===== src/rtl/mctrl_pkg.sv =====
// Shared encodings for the multi-cycle CPU main control FSM: state codes,
// opcode/funct constants, datapath select codes and the per-state control
// payload with its Moore decode helper.
package mctrl_pkg;

  localparam int unsigned STATE_W    = 4;
  localparam int unsigned OP_W       = 6;
  localparam int unsigned FUNCT_W    = 6;
  localparam int unsigned ALU_CTRL_W = 2;
  localparam int unsigned SRCB_W     = 2;
  localparam int unsigned PC_SRC_W   = 2;

  typedef enum logic [STATE_W-1:0] {
    ST_INIT   = 4'd0,
    ST_FETCH  = 4'd1,
    ST_DECODE = 4'd2,
    ST_MEMADR = 4'd3,
    ST_MEMRD  = 4'd4,
    ST_MEMWB  = 4'd5,
    ST_MEMWR  = 4'd6,
    ST_EXEC   = 4'd7,
    ST_ALUWB  = 4'd8,
    ST_BRANCH = 4'd9,
    ST_JUMP   = 4'd10,
    ST_ADDIEX = 4'd11,
    ST_ADDIWB = 4'd12,
    ST_BNE    = 4'd13
  } state_e;

  localparam logic [OP_W-1:0] OP_RTYPE = 6'b000000;
  localparam logic [OP_W-1:0] OP_LW    = 6'b100011;
  localparam logic [OP_W-1:0] OP_SW    = 6'b101011;
  localparam logic [OP_W-1:0] OP_BEQ   = 6'b000100;
  localparam logic [OP_W-1:0] OP_BNE   = 6'b000101;
  localparam logic [OP_W-1:0] OP_J     = 6'b000010;
  localparam logic [OP_W-1:0] OP_ADDI  = 6'b001000;

  localparam logic [FUNCT_W-1:0] FN_ADD = 6'b100000;
  localparam logic [FUNCT_W-1:0] FN_SUB = 6'b100010;
  localparam logic [FUNCT_W-1:0] FN_AND = 6'b100100;
  localparam logic [FUNCT_W-1:0] FN_NOR = 6'b100111;

  localparam logic [ALU_CTRL_W-1:0] ALU_ADD = 2'b00;
  localparam logic [ALU_CTRL_W-1:0] ALU_SUB = 2'b01;
  localparam logic [ALU_CTRL_W-1:0] ALU_AND = 2'b11;
  localparam logic [ALU_CTRL_W-1:0] ALU_NOR = 2'b10;

  localparam logic [SRCB_W-1:0] SRCB_REG   = 2'b00;
  localparam logic [SRCB_W-1:0] SRCB_ONE   = 2'b01;
  localparam logic [SRCB_W-1:0] SRCB_IMM   = 2'b10;
  localparam logic [SRCB_W-1:0] SRCB_SHIMM = 2'b11;

  localparam logic [PC_SRC_W-1:0] PC_ALU    = 2'b00;
  localparam logic [PC_SRC_W-1:0] PC_ALUOUT = 2'b01;
  localparam logic [PC_SRC_W-1:0] PC_JUMP   = 2'b10;

  // Datapath control payload for one FSM state.
  typedef struct packed {
    logic                  alu_src_a;
    logic [SRCB_W-1:0]     alu_src_b;
    logic [ALU_CTRL_W-1:0] alu_ctrl;
    logic                  pc_en;
    logic [PC_SRC_W-1:0]   pc_src;
    logic                  i_or_d;
    logic                  mem_write;
    logic                  ir_write;
    logic                  reg_dst;
    logic                  mem_to_reg;
    logic                  reg_write;
  } ctrl_t;

  // Moore decode of a state; exec_alu is the funct-derived op used in EXEC.
  // Conditional branch pc_en is left 0 here and resolved against zero later.
  function automatic ctrl_t state_ctrl(input state_e st,
                                       input logic [ALU_CTRL_W-1:0] exec_alu);
    ctrl_t c;
    c = '0;
    case (st)
      ST_FETCH: begin
        c.ir_write  = 1'b1;
        c.alu_src_b = SRCB_ONE;
        c.alu_ctrl  = ALU_ADD;
        c.pc_src    = PC_ALU;
        c.pc_en     = 1'b1;
      end
      ST_DECODE: begin
        c.alu_src_b = SRCB_SHIMM;
        c.alu_ctrl  = ALU_ADD;
      end
      ST_MEMADR, ST_ADDIEX: begin
        c.alu_src_a = 1'b1;
        c.alu_src_b = SRCB_IMM;
        c.alu_ctrl  = ALU_ADD;
      end
      ST_MEMRD: c.i_or_d = 1'b1;
      ST_MEMWB: begin
        c.reg_write  = 1'b1;
        c.mem_to_reg = 1'b1;
      end
      ST_MEMWR: begin
        c.i_or_d    = 1'b1;
        c.mem_write = 1'b1;
      end
      ST_EXEC: begin
        c.alu_src_a = 1'b1;
        c.alu_src_b = SRCB_REG;
        c.alu_ctrl  = exec_alu;
      end
      ST_ALUWB: begin
        c.reg_write = 1'b1;
        c.reg_dst   = 1'b1;
      end
      ST_BRANCH, ST_BNE: begin
        c.alu_src_a = 1'b1;
        c.alu_src_b = SRCB_REG;
        c.alu_ctrl  = ALU_SUB;
        c.pc_src    = PC_ALUOUT;
      end
      ST_JUMP: begin
        c.pc_src = PC_JUMP;
        c.pc_en  = 1'b1;
      end
      ST_ADDIWB: c.reg_write = 1'b1;
      default: c = '0;
    endcase
    return c;
  endfunction

endpackage


===== src/rtl/mctrl_alu_dec.sv =====
// R-type funct decoder: maps funct to the ALU operation code and flags
// whether the funct is supported.
//   funct       in  6  IR[5:0]
//   alu_ctrl_c  out 2  ALU operation (add when unsupported)
//   funct_ok_c  out 1  funct is a supported R-type operation
module mctrl_alu_dec
  import mctrl_pkg::*;
(
  input  logic [FUNCT_W-1:0]    funct,
  output logic [ALU_CTRL_W-1:0] alu_ctrl_c,
  output logic                  funct_ok_c
);

  // Pure lookup; unsupported functs fall through to add with ok cleared.
  always_comb begin
    alu_ctrl_c = ALU_ADD;
    funct_ok_c = 1'b1;
    case (funct)
      FN_ADD:  alu_ctrl_c = ALU_ADD;
      FN_SUB:  alu_ctrl_c = ALU_SUB;
      FN_AND:  alu_ctrl_c = ALU_AND;
      FN_NOR:  alu_ctrl_c = ALU_NOR;
      default: funct_ok_c = 1'b0;
    endcase
  end

endmodule


===== src/rtl/multicycle_ctrl.sv =====
// Main control FSM of the multi-cycle CPU. Sequences fetch/decode/execute
// and drives ALU operand selects, ALU op, PC/IR/memory/register enables.
// Optional macro MCTRL_BNE_EN adds the bne instruction (opcode 000101).
//   clk, rst_n            clock, async active-low reset
//   opcode, funct, zero   IR fields and ALU zero flag
//   alu_srcA/B, alu_ctrl  ALU operand selects and operation
//   pc_en, pc_src         PC load enable and source select
//   i_or_d, mem_write     memory address select and write
//   ir_write              IR load
//   reg_dst, mem_to_reg,
//   reg_write             register file controls
//   illegal               sticky unsupported-instruction flag
//   state                 current FSM state (debug)
module multicycle_ctrl
  import mctrl_pkg::*;
(
  input  logic                  clk,
  input  logic                  rst_n,
  input  logic [OP_W-1:0]       opcode,
  input  logic [FUNCT_W-1:0]    funct,
  input  logic                  zero,
  output logic                  alu_srcA,
  output logic [SRCB_W-1:0]     alu_srcB,
  output logic [ALU_CTRL_W-1:0] alu_ctrl,
  output logic                  pc_en,
  output logic [PC_SRC_W-1:0]   pc_src,
  output logic                  i_or_d,
  output logic                  mem_write,
  output logic                  ir_write,
  output logic                  reg_dst,
  output logic                  mem_to_reg,
  output logic                  reg_write,
  output logic                  illegal,
  output logic [STATE_W-1:0]    state
);

  state_e                state_q, state_d;
  ctrl_t                 ctrl_q, ctrl_d;
  logic                  illegal_q, illegal_d;
  logic                  beq_q, beq_d;
  logic [ALU_CTRL_W-1:0] dec_alu_c;
  logic                  dec_ok_c;
`ifdef MCTRL_BNE_EN
  logic                  bne_q, bne_d;
`endif

  mctrl_alu_dec u_alu_dec (
    .funct      (funct),
    .alu_ctrl_c (dec_alu_c),
    .funct_ok_c (dec_ok_c)
  );

  // State and registered controls; controls are loaded with the decode of
  // the state being entered so they line up with state_q.
  always_ff @(posedge clk or negedge rst_n) begin
    if (!rst_n) begin
      state_q   <= ST_INIT;
      ctrl_q    <= '0;
      illegal_q <= 1'b0;
      beq_q     <= 1'b0;
`ifdef MCTRL_BNE_EN
      bne_q     <= 1'b0;
`endif
    end else begin
      state_q   <= state_d;
      ctrl_q    <= ctrl_d;
      illegal_q <= illegal_d;
      beq_q     <= beq_d;
`ifdef MCTRL_BNE_EN
      bne_q     <= bne_d;
`endif
    end
  end

  // Next-state logic and control decode of the next state.
  always_comb begin
    state_d   = state_q;
    illegal_d = illegal_q;
    case (state_q)
      ST_INIT:   state_d = ST_FETCH;
      ST_FETCH:  state_d = ST_DECODE;
      ST_DECODE: begin
        case (opcode)
          OP_RTYPE: begin
            if (dec_ok_c) begin
              state_d = ST_EXEC;
            end else begin
              state_d   = ST_FETCH;
              illegal_d = 1'b1;
            end
          end
          OP_LW, OP_SW: state_d = ST_MEMADR;
          OP_BEQ:       state_d = ST_BRANCH;
`ifdef MCTRL_BNE_EN
          OP_BNE:       state_d = ST_BNE;
`endif
          OP_J:         state_d = ST_JUMP;
          OP_ADDI:      state_d = ST_ADDIEX;
          default: begin
            state_d   = ST_FETCH;
            illegal_d = 1'b1;
          end
        endcase
      end
      ST_MEMADR: state_d = (opcode == OP_SW) ? ST_MEMWR : ST_MEMRD;
      ST_MEMRD:  state_d = ST_MEMWB;
      ST_EXEC:   state_d = ST_ALUWB;
      ST_ADDIEX: state_d = ST_ADDIWB;
      ST_MEMWB, ST_MEMWR, ST_ALUWB, ST_BRANCH, ST_BNE, ST_JUMP, ST_ADDIWB:
                 state_d = ST_FETCH;
      default:   state_d = ST_INIT;
    endcase
    ctrl_d = state_ctrl(state_d, dec_alu_c);
    beq_d  = (state_d == ST_BRANCH);
`ifdef MCTRL_BNE_EN
    bne_d  = (state_d == ST_BNE);
`endif
  end

  // Branch PC load follows zero combinationally within the branch cycle.
`ifdef MCTRL_BNE_EN
  assign pc_en = ctrl_q.pc_en | (beq_q & zero) | (bne_q & ~zero);
`else
  assign pc_en = ctrl_q.pc_en | (beq_q & zero);
`endif

  assign alu_srcA   = ctrl_q.alu_src_a;
  assign alu_srcB   = ctrl_q.alu_src_b;
  assign alu_ctrl   = ctrl_q.alu_ctrl;
  assign pc_src     = ctrl_q.pc_src;
  assign i_or_d     = ctrl_q.i_or_d;
  assign mem_write  = ctrl_q.mem_write;
  assign ir_write   = ctrl_q.ir_write;
  assign reg_dst    = ctrl_q.reg_dst;
  assign mem_to_reg = ctrl_q.mem_to_reg;
  assign reg_write  = ctrl_q.reg_write;
  assign illegal    = illegal_q;
  assign state      = state_q;

endmodule


===== config.mk =====
export PLATFORM = sky130hd
export DESIGN_NAME = multicycle_ctrl
export DESIGN_NICKNAME = d
export VERILOG_FILES = /design/src/rtl/mctrl_pkg.sv /design/src/rtl/mctrl_alu_dec.sv /design/src/rtl/multicycle_ctrl.sv
export SDC_FILE = /design/constraint.sdc
export NUM_CORES = 1
export LEC_CHECK = 0
export ABC_AREA = 1
export CAP_MARGIN = 10
export CORE_ASPECT_RATIO = 0.9
export CORE_MARGIN = 10
export CORE_UTILIZATION = 45
export DETAILED_ROUTE_END_ITERATION = 6
export PLACE_DENSITY = 0.78
export SYNTH_ARGS = -nofsm -noshare
export SYNTH_HDL_FRONTEND = slang
export SYNTH_SLANG_ARGS = --single-unit

===== constraint.sdc =====
create_clock -name clk -period 1.75 [get_ports clk]
set_input_delay 0.35 -clock clk [delete_from_list [all_inputs] [get_ports clk]]
set_output_delay 0.35 -clock clk [all_outputs]
set_load 0.01 [all_outputs]

==> impl_metrics.toml <==
[pwr]
cellInternalPower_w = 0.00129
power_switching_share = 0.374
p_switching_w = 0.000771
p_total_w = 0.00206
peakVddDrop_uv = 793
power_frac_seq = 0.324
p_leak_nw = 0.810
pwr-share-comb = 0.488
pwr-share-clk = 0.188
powerDensity_mw_per_mm2 = 1360

[route]
drtPass1Iterations = 4
drt_iter0_drc = 36
ant_nets = 0
routed_wl_mm = 2.47
viasPerCell = 4.68
vias = 907
drc = 0
avgRoutedWirePerCell_um = 12.7

[sta]
rsz0062_at_grt = "no"
skew_ps = 1.42
fmax_mhz = 600
worstMarginPinSlew_ps = 334
hold_viol = 0
maxSlewHeadroom = 0.776
fin_crit_ps = 1670
setup-violations-final = 0
worst_slack_ps = 83.3
finalCritPeriodShare = 0.952
drv_slew = 0

[setup_path]
worst_setup_path_end_kind = "output port"
crit_required_ps = 1400
cp_max_fo = 6
critPathLaunchType = "flop"
critPathKind = "reg -> out"
crit_buf_inv = 1
max_stage_delay_ps = 560
slowest_stage = "clkdlybuf4s50_1"
crit_family = "buffers and inverters"
crit_chain = "clkdlybuf4s50_1"
crit_arrival_ps = 1320

[clock_tree]
clockBufferDepth = 2
postCtsHoldBufs = 0
cts_root_buffer = "clkbuf_4"
cts_sinks = 20
clkSlewWorstSetupHoldPaths_ps = 120
cts.htree.levels = 1
clk-insertion-delay-late_ps = 310
cts_made_buffers = 3
cts_tree = "yes"

[floorplanning]
io_pins = 34
die_w_um = 71.2
initial_core_util = 0.477
core_mm2 = 0.00222
die_area_mm2 = 0.00470
die_h_um = 66.1
fp-row-count = 16

[global_route]
grt_max_degree = 21
track_usage = 0.112
grt_pass1_wl_mm = 4.28
overflow = 0
grt_pass1_vias = 958
antenna_found_initial = 0

[layout]
nNetsFinal = 183
drive_gt1_frac = 0.251
fin_util = 0.684
largest_register_ffs = 4
syn_to_final_growth_pct = 43.2
num_antenna_cells = 0

[synth]
ys_seq_area_frac = 0.472
yosysWarnings = 0
synth-seq-cells = 20
synth_cell_types = 25
postSynthCellCount = 125
synth-edff-count = 0
ys_async_sr_fraction = 1.00
avgSynthCellArea_um2 = 8.49
syn_nets = 140
syn-cell-area_mm2 = 0.00106
synthFlopType = "dfrtp_1"

[min_path]
hold_class = "in -> async"

[placed_design]
dp_worst_setup_slack_ps = -186
portBuffers = 33
hpwl_mm = 2.06
gp_congestion = 0.741

[status]
status = "finished clean"

[job]
drv_cap = 0
[repair_timing]
| item | CTS | global route |
|---|---|---|
| pin swaps | 0 | 0 |
| gates resized for setup | 2 | 3 |
| endpoints found under the setup margin | 2 | 4 |
| endpoints found under the hold margin | 0 | 0 |
| cloned | 0 | 0 |
| setup buffers | 0 | 2 |
[area by class of cell]
class / instances / area [µm²]
Clock buffer: 3 / 22.5
Multi-Input combinational cell: 75 / 425
Clock inverter: 1 / 30.0
Sequential cell: 20 / 505
Tap cell: 27 / 33.8
Timing Repair Buffer: 44 / 412
Inverter: 24 / 90.1
Fill cell: 173 / 703
[synth_stat cells (all sizes together), types with 3 or more instances]
master | number | area, µm²
dfrtp | 20 | 500
o21ai | 4 | 35.0
a21oi | 3 | 18.8
nor3 | 4 | 30.0
nand2 | 25 | 109
nand3 | 11 | 67.6
inv | 24 | 90.1
buf | 6 | 45.0
nor2 | 21 | 104
[kinds of logic (layout without fill, tap and decap cells)]
group | Yosys count | in the layout | share of synthesized area
DFF | 20 | 20 | 0.472
buffers and inverters | 30 | 72 | 0.127
and+or+nand+nor | 65 | 65 | 0.328
AOI/OAI and AO/OA | 10 | 10 | 0.0731
[layout by cell type, fill, tap and decap left out]
cell and n:
a21o_1 1, o21ai_0 2, nor3_2 2, nor3b_4 1, nand4_1 1, dlygate4sd2_1 1
buf_4 11, dfrtp_2 4, nor2_4 3, nand2_2 6, o21ai_4 1, nor2_2 1
a21oi_2 1, nor2_1 17, a31o_2 1, dfrtp_1 16, o21ai_2 1, a21oi_1 2
and3_1 1, inv_1 20, clkdlybuf4s50_1 32, bufinv_16 1, o211ai_1 1, nand3_1 10
nand2_1 19, clkbuf_4 3, nand3_4 1, inv_2 4, or2_2 1, nor3_1 2
[per-layer routing]
layer | share of wire | vias to the layer above | track usage
met4 | 0.024 | 0 | 0.0580
met3 | 0.057 | 5 | 0.0270
met1 | 0.38 | 411 | 0.114
met2 | 0.53 | 26 | 0.206
met5 | 0 | - | 0
li1 | - | 465 | -
[final timing paths]
| check | cells after the start | from | slack, ps | end |
|---|---|---|---|---|
| worst min register to register | 1 | illegal | 490 | illegal |
| worst max-delay path | 1 | state[1] | 80 | state[1] |
| worst max register to register | 9 | state[3] | 210 | alu_ctrl[0] |
| min in group clk | 1 | illegal | 490 | illegal |
| max in group asynchronous | 2 | rst_n | 1170 | state[2] |
| worst min-delay path | 2 | rst_n | 360 | mem_to_reg |
[power groups by stage]
stage,combinational [W],clock [W],sequential [W]
3_5_place_dp,0.000985,0,0.000685
3_3_place_gp,0.000961,0,0.000675
6_report,0.00101,0.000387,0.000669
2_1_floorplan,0.000586,0,0.000708
5_1_grt,0.00112,0.000406,0.000687
4_1_cts,0.000980,0.000388,0.000678
[stage by stage]
step | area [µm²] | instances | hold slack [ps] | setup TNS (ps)
after global placement | 1450 | 188 | 467 | -425
after floorplan | 1060 | 125 | 54.4 | 0
after global routing | 1520 | 194 | 373 | 0
after CTS | 1500 | 192 | 372 | 0
after detailed placement | 1450 | 188 | 463 | -1220
final | 1520 | 194 | 357 | 0
Power figures use the tool's default switching activity.
